<file path="config.mk">
export PLATFORM = sky130hd
export DESIGN_NAME = crc16_lfsr_serial
export DESIGN_NICKNAME = d
export VERILOG_FILES = /design/src/rtl/crc16_pkg.sv /design/src/rtl/crc16_lfsr_serial.sv
export SDC_FILE = /design/constraint.sdc
export NUM_CORES = 1
export LEC_CHECK = 0
export CORE_MARGIN = 4
export CORE_UTILIZATION = 47
export CTS_BUF_LIST = sky130_fd_sc_hd__clkbuf_8
export DETAILED_ROUTE_END_ITERATION = 8
export GPL_ROUTABILITY_DRIVEN = 1
export PLACE_DENSITY = 0.89
export SYNTH_ARGS = -nofsm -noshare
export SYNTH_HDL_FRONTEND = slang
export SYNTH_SLANG_ARGS = --single-unit
</file>
<file path="constraint.sdc">
create_clock -name clk -period 0.95 [get_ports clk]
set_input_delay 0.095 -clock clk [delete_from_list [all_inputs] [get_ports clk]]
set_output_delay 0.095 -clock clk [all_outputs]
set_load 0.01 [all_outputs]
</file>
<file path="src/rtl/crc16_pkg.sv">
// crc16_pkg: shared constants, FSM state type and single-bit LFSR step for the
// serial CRC-16 generator/checker pair.
package crc16_pkg;

   localparam int          CRC16_W       = 16;
   localparam int          CRC16_DATA_W  = 34;
   localparam int          CRC16_FRAME_W = CRC16_DATA_W + CRC16_W;  // 50
   localparam logic [15:0] CRC16_POLY    = 16'hBAAD;

   typedef enum logic [1:0] {
      ST_IDLE  = 2'd0,
      ST_SHIFT = 2'd1,
      ST_DONE  = 2'd2
   } crc16_state_e;

   // One MSB-first division step: shift the bit in at the bottom, and fold the
   // polynomial back in when the top bit falls out.
   function automatic logic [15:0] crc16_step(input logic [15:0] lfsr, input logic bit_in);
      logic fb;
      fb = lfsr[15];
      return {lfsr[14:0], bit_in} ^ (fb ? CRC16_POLY : 16'h0000);
   endfunction

endpackage

</file>
<file path="src/rtl/crc16_lfsr_serial.sv">
// crc16_lfsr_serial: bit-serial CRC-16 LFSR register, one bit per enabled cycle.
// Shared between the serial generator and checker.
module crc16_lfsr_serial
   import crc16_pkg::*;
(
   input  logic               clk,
   input  logic               reset,
   input  logic               clear,
   input  logic               enable,
   input  logic               bit_in,
   output logic [CRC16_W-1:0] state
);

   // LFSR register: clear wins over enable so a new frame always starts from 0
   always_ff @(posedge clk) begin
      if (reset || clear)
         state <= '0;
      else if (enable)
         state <= crc16_step(state, bit_in);
   end

endmodule

</file>
==> flow_metrics.env, run 1 <==
export IMPL_drv_slew=0
export IMPL_regMostFlops="state"
export IMPL_tightest_slew_ns=0.234
export IMPL_period_minus_slack_ns=0.921
export IMPL_dp_cells=112
export IMPL_status="completed"
export IMPL_relSlewSlack_pct=84.4
export IMPL_cp_slowest_stage_delay_ns=0.39
export IMPL_synth_area_leaders="dfxtp_1, xnor2_1, mux2i_1, nor2_1, a211oi_1"
export IMPL_grt_ovfl_total=0
export IMPL_layout_commonest_cell="buf_4"
export IMPL_synth_area_per_cell_um2=10.5
export IMPL_synth_top_area_cell="dfxtp_1"
export IMPL_crit_chain="clkdlybuf4s50_1 -> or2_1 -> buf_4 -> a211oi_2"
export IMPL_io_pins=21
export IMPL_antenna_found_initial=0
export IMPL_cp_max_fo=8
export IMPL_cts_buffer_depth=2
export IMPL_p_leak_uw=0.000451
export IMPL_synthToLayoutAreaGrowth_pct=57.9
export IMPL_drt_iter0_drc=4
export IMPL_diodes=0
export IMPL_met1_length_um=719
export IMPL_start_util_pct=51.0
export IMPL_yosys_warnings=0
export IMPL_cts_sinks=16
export IMPL_synth_adder_area_share_pct=0
export IMPL_power_density_nw_per_um2=1270
export IMPL_synthCells=65
export IMPL_cts_made_buffers=3
export IMPL_grt_total_usage_pct=16.4
export IMPL_synth_seq_area_share_pct=47.1
export IMPL_drt_wl_total_mm=1.74
export IMPL_grt_pass1_vias=597
export IMPL_port_buffers=20
export IMPL_startpoint="clear"
export IMPL_hold_violations=0
export IMPL_synth_top_area_share_pct=47.1
export IMPL_fmax_mhz=1090
export IMPL_nets=109
export IMPL_cp_arrival_ns=1.08
export IMPL_route_detailed_drc=0
export IMPL_synth_top_family_by_area="compound AO/OA/AOI/OAI gates"
export IMPL_layout_drive_gt1_share_pct=42.2
export IMPL_reg_top3="state: 16 flops"
export IMPL_placed_area_um2=1010
export IMPL_dieArea_um2=2120
export IMPL_postCtsHoldBufs=0
export IMPL_crit_slowest_cell="clkdlybuf4s50_1"
export IMPL_synth_compound_area_share_pct=14.3
export IMPL_worst_hold_startpoint="enable"
export IMPL_top_layer_used="met4"
export IMPL_insertion_delay_ns=0.24
export IMPL_die_x_um=46.1
export IMPL_worstSetupStartpointType="input port"
export IMPL_viasPerCell=5.18
export IMPL_netlist_area_um2=681
export IMPL_drtAntennaViolNets=0
export IMPL_avgRoutedWirePerCell_um=14.8
export IMPL_crit_family="buffers and inverters"
export IMPL_r2r_start="state[15]$_SDFFE_PP0P_"
export IMPL_synth_cell_types=13
export IMPL_dr_pass1_iters=4
export IMPL_cp_end_kind="register"
export IMPL_synthMuxAreaShare_pct=8.82
export IMPL_synth_seq_cells=16
export IMPL_fp_dieH_um=46.1
export IMPL_root_buffer="clkbuf_8"
export IMPL_largest_register_ffs=16
export IMPL_post_route_period_util_pct=97.0
export IMPL_min_path_type="input port to register"
export IMPL_crit_required_ns=1.11
export IMPL_gp_congestion=0.686
export IMPL_cts_max_level=1
export IMPL_cts_tree="yes"
export IMPL_core_um2=1330
export IMPL_synth_xor_area_share_pct=11.6
export IMPL_setup_worst_path_class="input port to register"
export IMPL_wl_met2_um=895
export IMPL_syn_num_nets=70
export IMPL_row_count=13
export IMPL_wl_met3_um=92
export IMPL_final_area_um2=1070
export IMPL_power_uw=1370
export IMPL_drv_cap=0
export IMPL_grt_max_degree=27
export IMPL_grt_pass1_wl_mm=2.41
export IMPL_ir_drop_v=0.000822
export IMPL_fin_cells=117
export IMPL_synthSimpleGateAreaFrac_pct=10.3
export IMPL_final_cell_mix="buf_4, nor2_1, dfxtp_1, xnor2_1"
export IMPL_crit_buf_inv=2
export IMPL_skew_ns=0.00326
export IMPL_via_count=606
export IMPL_setup_viol=0
export IMPL_path_clk_slew_ns=0.06
-- report_power, final --
part	switching (uW)	total, uW	internal [uW]
clock	211	492	280
sequential	7.84	694	686
combinational	84.1	181	97.1
total	303	1370	1060
-- cells by family (layout without fill, tap and decap cells) --
| kind of cell | Yosys count | in the layout |
|---|---|---|
| buffers and inverters | 6 | 43 |
| AND/OR/NAND/NOR | 17 | 17 |
| multiplexers | 6 | 6 |
| AO/OA/AOI/OAI | 11 | 11 |
| flip-flops | 16 | 16 |
| XOR/XNOR | 9 | 9 |
-- Yosys cell counts --
cell type and number:
nand3b_1 1, or2_1 1, a21oi_1 1, a211oi_2 3, nor2_1 15, dfxtp_1 16
a211oi_1 6, buf_4 2, buf_6 3, a21bo_2 1, buf_2 1, xnor2_1 9
mux2i_1 6
-- timing repair --
item                       4_1_cts  5_1_grt
resized for setup               25       24
setup endpoints to repair       18       24
pin swaps                        0        4
buffers inserted                 0        1
cloned                           0        1
-- path summary, 6_finish.rpt --
path | to | cells past startpoint | slack, ns
hold / removal | state[13]$_SDFFE_PP0P_ | 3 | 0.39
setup reg to reg | state[11]$_SDFFE_PP0P_ | 3 | 0.03
hold reg to reg | state[10]$_SDFFE_PP0P_ | 3 | 0.60
setup / recovery | state[0]$_SDFFE_PP0P_ | 4 | 0.03
-- stage by stage --
step | setup slack (ns) | util, % | setup TNS (ns) | hold slack, ns
5_1_grt | -0.0105 | 80.6 | -0.0105 | 0.400
4_1_cts | -0.00291 | 78.4 | -0.00499 | 0.550
2_1_floorplan | 0.0545 | - | 0 | 0.315
6_report | 0.0286 | 80.6 | 0 | 0.391
3_5_place_dp | -0.247 | 75.5 | -3.35 | 0.539
3_3_place_gp | -0.227 | 75.5 | -3.00 | 0.500
-- layer usage --
metal / global-route usage, % / vias up
met5: 0 / -
met4: 9.66 / 0
met3: 3.91 / 4
met2: 27.7 / 18
met1: 18.4 / 290
li1: - / 294
-- area by class of cell --
type | count | area (um^2)
tap | 15 | 18.8
multi-input combinational | 43 | 332
timing repair buffer | 40 | 360
fill | 87 | 259
sequential | 16 | 323
clock buffer | 3 | 41.3
-- worst min-delay path, delay by kind of cell --
| kind | cells | cell delay [ns] |
|---|---|---|
| buffers and inverters | 2 | 0.43 |
| AOI/OAI and AO/OA | 1 | 0.06 |
Note: power is estimated with default switching activity, not from simulation.
==> inputs of run 2 (changes only) <==
Settings changed: SKIP_CTS_REPAIR_TIMING set to 1, SKIP_LAST_GASP set to 1.
==> run 2 against run 1 <==
Cell area increased by 5.7%. Setup slack worse by 0.017 ns. Register-to-register slack about the same. Combinational power is essentially flat. Critical path type unchanged.
==> flow_metrics.env, run 2 (synthesized netlist as in run 1, its figures left out) <==
export IMPL_regMostFlops="state"
export IMPL_drtAntennaViolNets=0
export IMPL_rsz0062_at_grt="true"
export IMPL_tightest_slew_ns=0.228
export IMPL_dieArea_um2=2120
export IMPL_synthToLayoutAreaGrowth_pct=66.9
export IMPL_p_leak_uw=0.000712
export IMPL_layout_drive_gt1_share_pct=30.7
export IMPL_core_um2=1330
export IMPL_viasPerCell=5.18
export IMPL_post_route_period_util_pct=98.8
export IMPL_setup_worst_path_class="input port to register"
export IMPL_port_buffers=20
export IMPL_cp_arrival_ns=1.09
export IMPL_holdPathEnd="state[9]$_SDFFE_PP0P_"
export IMPL_cts_buffer_depth=2
export IMPL_drv_slew=0
export IMPL_status="completed"
export IMPL_nets=108
export IMPL_route_detailed_drc=0
export IMPL_dr_pass1_iters=4
export IMPL_grt_total_usage_pct=16.1
export IMPL_fin_ws_ns=0.0115
export IMPL_cp_end_kind="register"
export IMPL_reg_top3="state: 16 flops"
export IMPL_drt_iter0_drc=14
export IMPL_fin_util_pct=85.2
export IMPL_skew_ns=0.00242
export IMPL_ir_drop_v=0.000771
export IMPL_cts_sinks=16
export IMPL_cts_tree="yes"
export IMPL_crit_required_ns=1.11
export IMPL_worstSetupStartpointType="input port"
export IMPL_diodes=0
export IMPL_cts_max_level=1
export IMPL_insertion_delay_ns=0.24
export IMPL_seq_power_share_pct=50.9
export IMPL_multi_input_area_um2=327
export IMPL_grt_pass1_wl_mm=2.35
export IMPL_drt_wl_total_mm=1.63
export IMPL_cts_made_buffers=3
export IMPL_path_clk_slew_ns=0.06
export IMPL_preCtsSetupSlack_ns=-0.247
export IMPL_min_path_type="input port to register"
export IMPL_row_count=13
export IMPL_p_comb_share_pct=13.2
export IMPL_rrSetupSlack_ns=0.02
export IMPL_rr_worst_depth=3
export IMPL_final_cell_mix="dlymetal6s2s_1, buf_4, nor2_1, dfxtp_1, xnor2_1"
export IMPL_seq_area_um2=322
export IMPL_period_minus_slack_ns=0.939
export IMPL_p_int_uw=1070
export IMPL_num_fill_cells=72
export IMPL_antenna_found_initial=0
export IMPL_layout_commonest_cell="dlymetal6s2s_1"
export IMPL_grt_ovfl_total=0
export IMPL_fp_dieH_um=46.1
export IMPL_grt_max_degree=27
export IMPL_worst_hold_startpoint="enable"
export IMPL_gp_congestion=0.686
export IMPL_cp_max_fo=8
export IMPL_grt_pass1_vias=569
export IMPL_hold_violations=0
export IMPL_clkPwrFrac_pct=35.9
export IMPL_largest_register_ffs=16
export IMPL_die_x_um=46.1
export IMPL_via_count=601
export IMPL_relSlewSlack_pct=84.8
export IMPL_root_buffer="clkbuf_8"
export IMPL_fmax_mhz=1070
export IMPL_min_path_cells=3
export IMPL_reg2reg_to="state[11]$_SDFFE_PP0P_"
export IMPL_power_uw=1360
export IMPL_r2r_start="state[15]$_SDFFE_PP0P_"
export IMPL_drv_cap=0
export IMPL_start_util_pct=51.0
export IMPL_power_density_nw_per_um2=1200
export IMPL_io_pins=21
export IMPL_swShare_pct=21.8
export IMPL_setup_viol=0
export IMPL_avgRoutedWirePerCell_um=14.0
export IMPL_power_switching_uw=297
run 2: cell types whose count changed in the layout (fill, tap and decap cells not counted), sizes merged:
| cell | before | now |
|---|---|---|
| dlymetal6s2s | 1 | 17 |
| buf | 19 | 18 |
| clkbuf | 12 | 4 |
| clkdlybuf4s15 | 8 | 0 |
run 2: cell type report:
type,instances,share of cell area (%)
sequential,16,28.3
clock buffer,3,3.63
multi-input combinational,43,28.7
timing repair buffer,39,37.7
tap,15,1.65
run 2: metrics by stage:
step / setup TNS, ns / cell area (um^2) / instances / hold WS (ns)
final: 0 / 1140 / 116 / 0.385
after global routing: -0.0777 / 1140 / 116 / 0.391
after CTS: -4.40 / 1050 / 115 / 0.576
after detailed placement: -3.35 / 1010 / 112 / 0.539
after global placement: -3.00 / 1010 / 112 / 0.500
after floorplan: 0 / 682 / 65 / 0.315
run 2: metal layers:
layer  vias up  wire, um  global-route usage [%]
met2        14       879                    26.9
met1       292       655                    18.7
met3         2        84                    3.91
li1        293         -                       -
met5         -         0                       0
met4         0        10                    8.52
run 2: how the worst max path moves through the flow:
stage                                start  slack (ns)                endpoint  cells past startpoint
CTS                  state[5]$_SDFFE_PP0P_       -0.36                state[5]                      1
detailed placement                   clear       -0.25   state[5]$_SDFFE_PP0P_                      4
finish                               clear        0.01  state[12]$_SDFFE_PP0P_                      4
global placement                     clear       -0.23   state[9]$_SDFFE_PP0P_                      4
floorplan           state[15]$_SDFFE_PP0P_        0.05  state[15]$_SDFFE_PP0P_                      3
global route                         clear       -0.04  state[12]$_SDFFE_PP0P_                      4
run 2: power groups by stage:
stage	sequential, uW	clock, uW	combinational [uW]
6_report	694	489	180
5_1_grt	696	530	190
4_1_cts	695	501	165
3_5_place_dp	709	0	163
3_3_place_gp	708	0	159
2_1_floorplan	719	0	78.0
run 2: critical path: stages:
cell and delay [ns]:
clkdlybuf4s50_1 0.39, or2_1 0.25, buf_4 0.18, a211oi_1 0.17
==> inputs of run 3 (changes only) <==
Settings changed: HOLD_SLACK_MARGIN set to 0.12, PLACE_DENSITY 0.89 to 0.92.
==> run 3 against run 2 <==
Fmax is 0.99% lower. Setup slack worse by 0.0094 ns. Largest cell class unchanged. Hold slack better by 0.18 ns. Critical path type is now register to register. Flip-flop and latch count unchanged. First-iteration DRC count is 43% lower.
==> flow_metrics.env, run 3 (synthesized netlist as in run 1, its figures left out) <==
export IMPL_grt_ovfl_total=0
export IMPL_power_switching_uw=318
export IMPL_period_minus_slack_ns=0.948
export IMPL_grt_max_degree=27
export IMPL_diodes=0
export IMPL_drt_iter0_drc=8
export IMPL_fmax_mhz=1050
export IMPL_via_count=593
export IMPL_root_buffer="clkbuf_8"
export IMPL_drv_cap=0
export IMPL_route_detailed_drc=0
export IMPL_final_cell_mix="buf_4, dlymetal6s2s_1, nor2_1, dfxtp_1, xnor2_1"
export IMPL_final_setup_tns_ns=0
export IMPL_status="completed"
export IMPL_avgRoutedWirePerCell_um=13.5
export IMPL_num_fill_cells=68
export IMPL_grt_total_usage_pct=16.8
export IMPL_core_um2=1330
export IMPL_skew_ns=0.00129
export IMPL_clkPwrFrac_pct=41.0
export IMPL_min_path_type="input port to register"
export IMPL_rrSetupSlack_ns=0.002
export IMPL_reg_top3="state: 16 flops"
export IMPL_cts_max_level=1
export IMPL_preCtsSetupSlack_ns=-0.245
export IMPL_antenna_found_initial=0
export IMPL_path_clk_slew_ns=0.06
export IMPL_rsz0062_at_grt="true"
export IMPL_port_buffers=20
export IMPL_gp_congestion=0.704
export IMPL_regMostFlops="state"
export IMPL_post_route_period_util_pct=99.8
export IMPL_start_util_pct=51.0
export IMPL_nets=109
export IMPL_ir_drop_v=0.000976
export IMPL_hold_violations=0
export IMPL_cts_tree="yes"
export IMPL_cts_sinks=16
export IMPL_cp_end_kind="register"
export IMPL_row_count=13
export IMPL_startpoint="state[15]$_SDFFE_PP0P_"
export IMPL_dr_pass1_iters=4
export IMPL_setup_viol=0
export IMPL_cts_made_buffers=3
export IMPL_seq_power_share_pct=47.3
export IMPL_viasPerCell=5.03
export IMPL_insertion_delay_ns=0.25
export IMPL_dieArea_um2=2120
export IMPL_worst_hold_startpoint="bit_in"
export IMPL_r2r_start="state[15]$_SDFFE_PP0P_"
export IMPL_drt_wl_total_mm=1.59
export IMPL_relSlewSlack_pct=85.3
export IMPL_dpl_hpwl_mm=1.10
export IMPL_layout_drive_gt1_share_pct=33.0
export IMPL_final_area_um2=1140
export IMPL_p_leak_uw=0.000707
export IMPL_tightest_slew_ns=0.219
export IMPL_fin_util_pct=85.2
export IMPL_drv_slew=0
export IMPL_io_pins=21
export IMPL_power_density_nw_per_um2=1290
export IMPL_p_int_uw=1150
export IMPL_layout_commonest_cell="buf_4"
export IMPL_die_x_um=46.1
export IMPL_worstSetupStartpointType="register"
export IMPL_placed_area_um2=1010
export IMPL_fin_ws_ns=0.00207
export IMPL_swShare_pct=21.7
export IMPL_cp_max_fo=4
export IMPL_fp_dieH_um=46.1
export IMPL_setup_worst_path_class="register to register"
export IMPL_cp_arrival_ns=1.07
export IMPL_largest_register_ffs=16
export IMPL_synthToLayoutAreaGrowth_pct=66.9
export IMPL_crit_required_ns=1.08
export IMPL_cts_buffer_depth=2
export IMPL_grt_pass1_wl_mm=2.39
export IMPL_p_comb_share_pct=11.7
export IMPL_drtAntennaViolNets=0
export IMPL_grt_pass1_vias=555
-- run 3: cell count changes in the layout (fill, tap and decap cells not counted) --
cell	change
buf_4	+2
dlymetal6s2s_1	-1
clkdlybuf4s50_1	+1
buf_12	-1
xnor2_2	+1
clkbuf_8	+1
buf_6	+1
xnor2_1	-1
clkbuf_16	-1
-- run 3: stage by stage --
step	hold WS, ns	instances	total power, uW
2_1_floorplan	0.315	65	797
3_3_place_gp	0.568	114	868
3_5_place_dp	0.590	114	875
4_1_cts	0.554	118	1480
5_1_grt	0.584	118	1530
6_report	0.565	118	1460
-- run 3: metal layers --
| layer | track usage [%] | part of all wire, % | up-vias |
|---|---|---|---|
| met2 | 25.3 | 52 | 16 |
| li1 | - | - | 292 |
| met4 | 8.52 | 2.5 | 0 |
| met1 | 19.4 | 39 | 280 |
| met3 | 8.59 | 6.4 | 5 |
| met5 | 0 | 0 | - |
-- run 3: worst max-delay path, cell delays in order (launching register included) --
cell,delay [ns]
dfxtp_2,0.33
buf_4,0.15
xnor2_1,0.22
a211oi_2,0.11
-- run 3: path summary, 6_finish.rpt --
path,to,cells past startpoint
min,state[0]$_SDFFE_PP0P_,3
max reg2reg,state[5]$_SDFFE_PP0P_,3
min reg2reg,state[1]$_SDFFE_PP0P_,3
max,state[5]$_SDFFE_PP0P_,3
-- run 3: cell type report --
class / count / area (um^2) / area share, %
Sequential cell: 16 / 322 / 28.3
Multi-Input combinational cell: 43 / 334 / 29.4
Timing Repair Buffer: 40 / 407 / 35.8
Clock buffer: 4 / 55.1 / 4.85
Tap cell: 15 / 18.8 / 1.65
-- run 3: power by group through the flow --
| stage | Clock (uW) | Combinational [uW] | Sequential, uW |
|---|---|---|---|
| after floorplan | 0 | 78.0 | 719 |
| after global placement | 0 | 161 | 707 |
| after detailed placement | 0 | 166 | 708 |
| after CTS | 619 | 167 | 693 |
| after global routing | 647 | 185 | 694 |
| final | 600 | 171 | 693 |
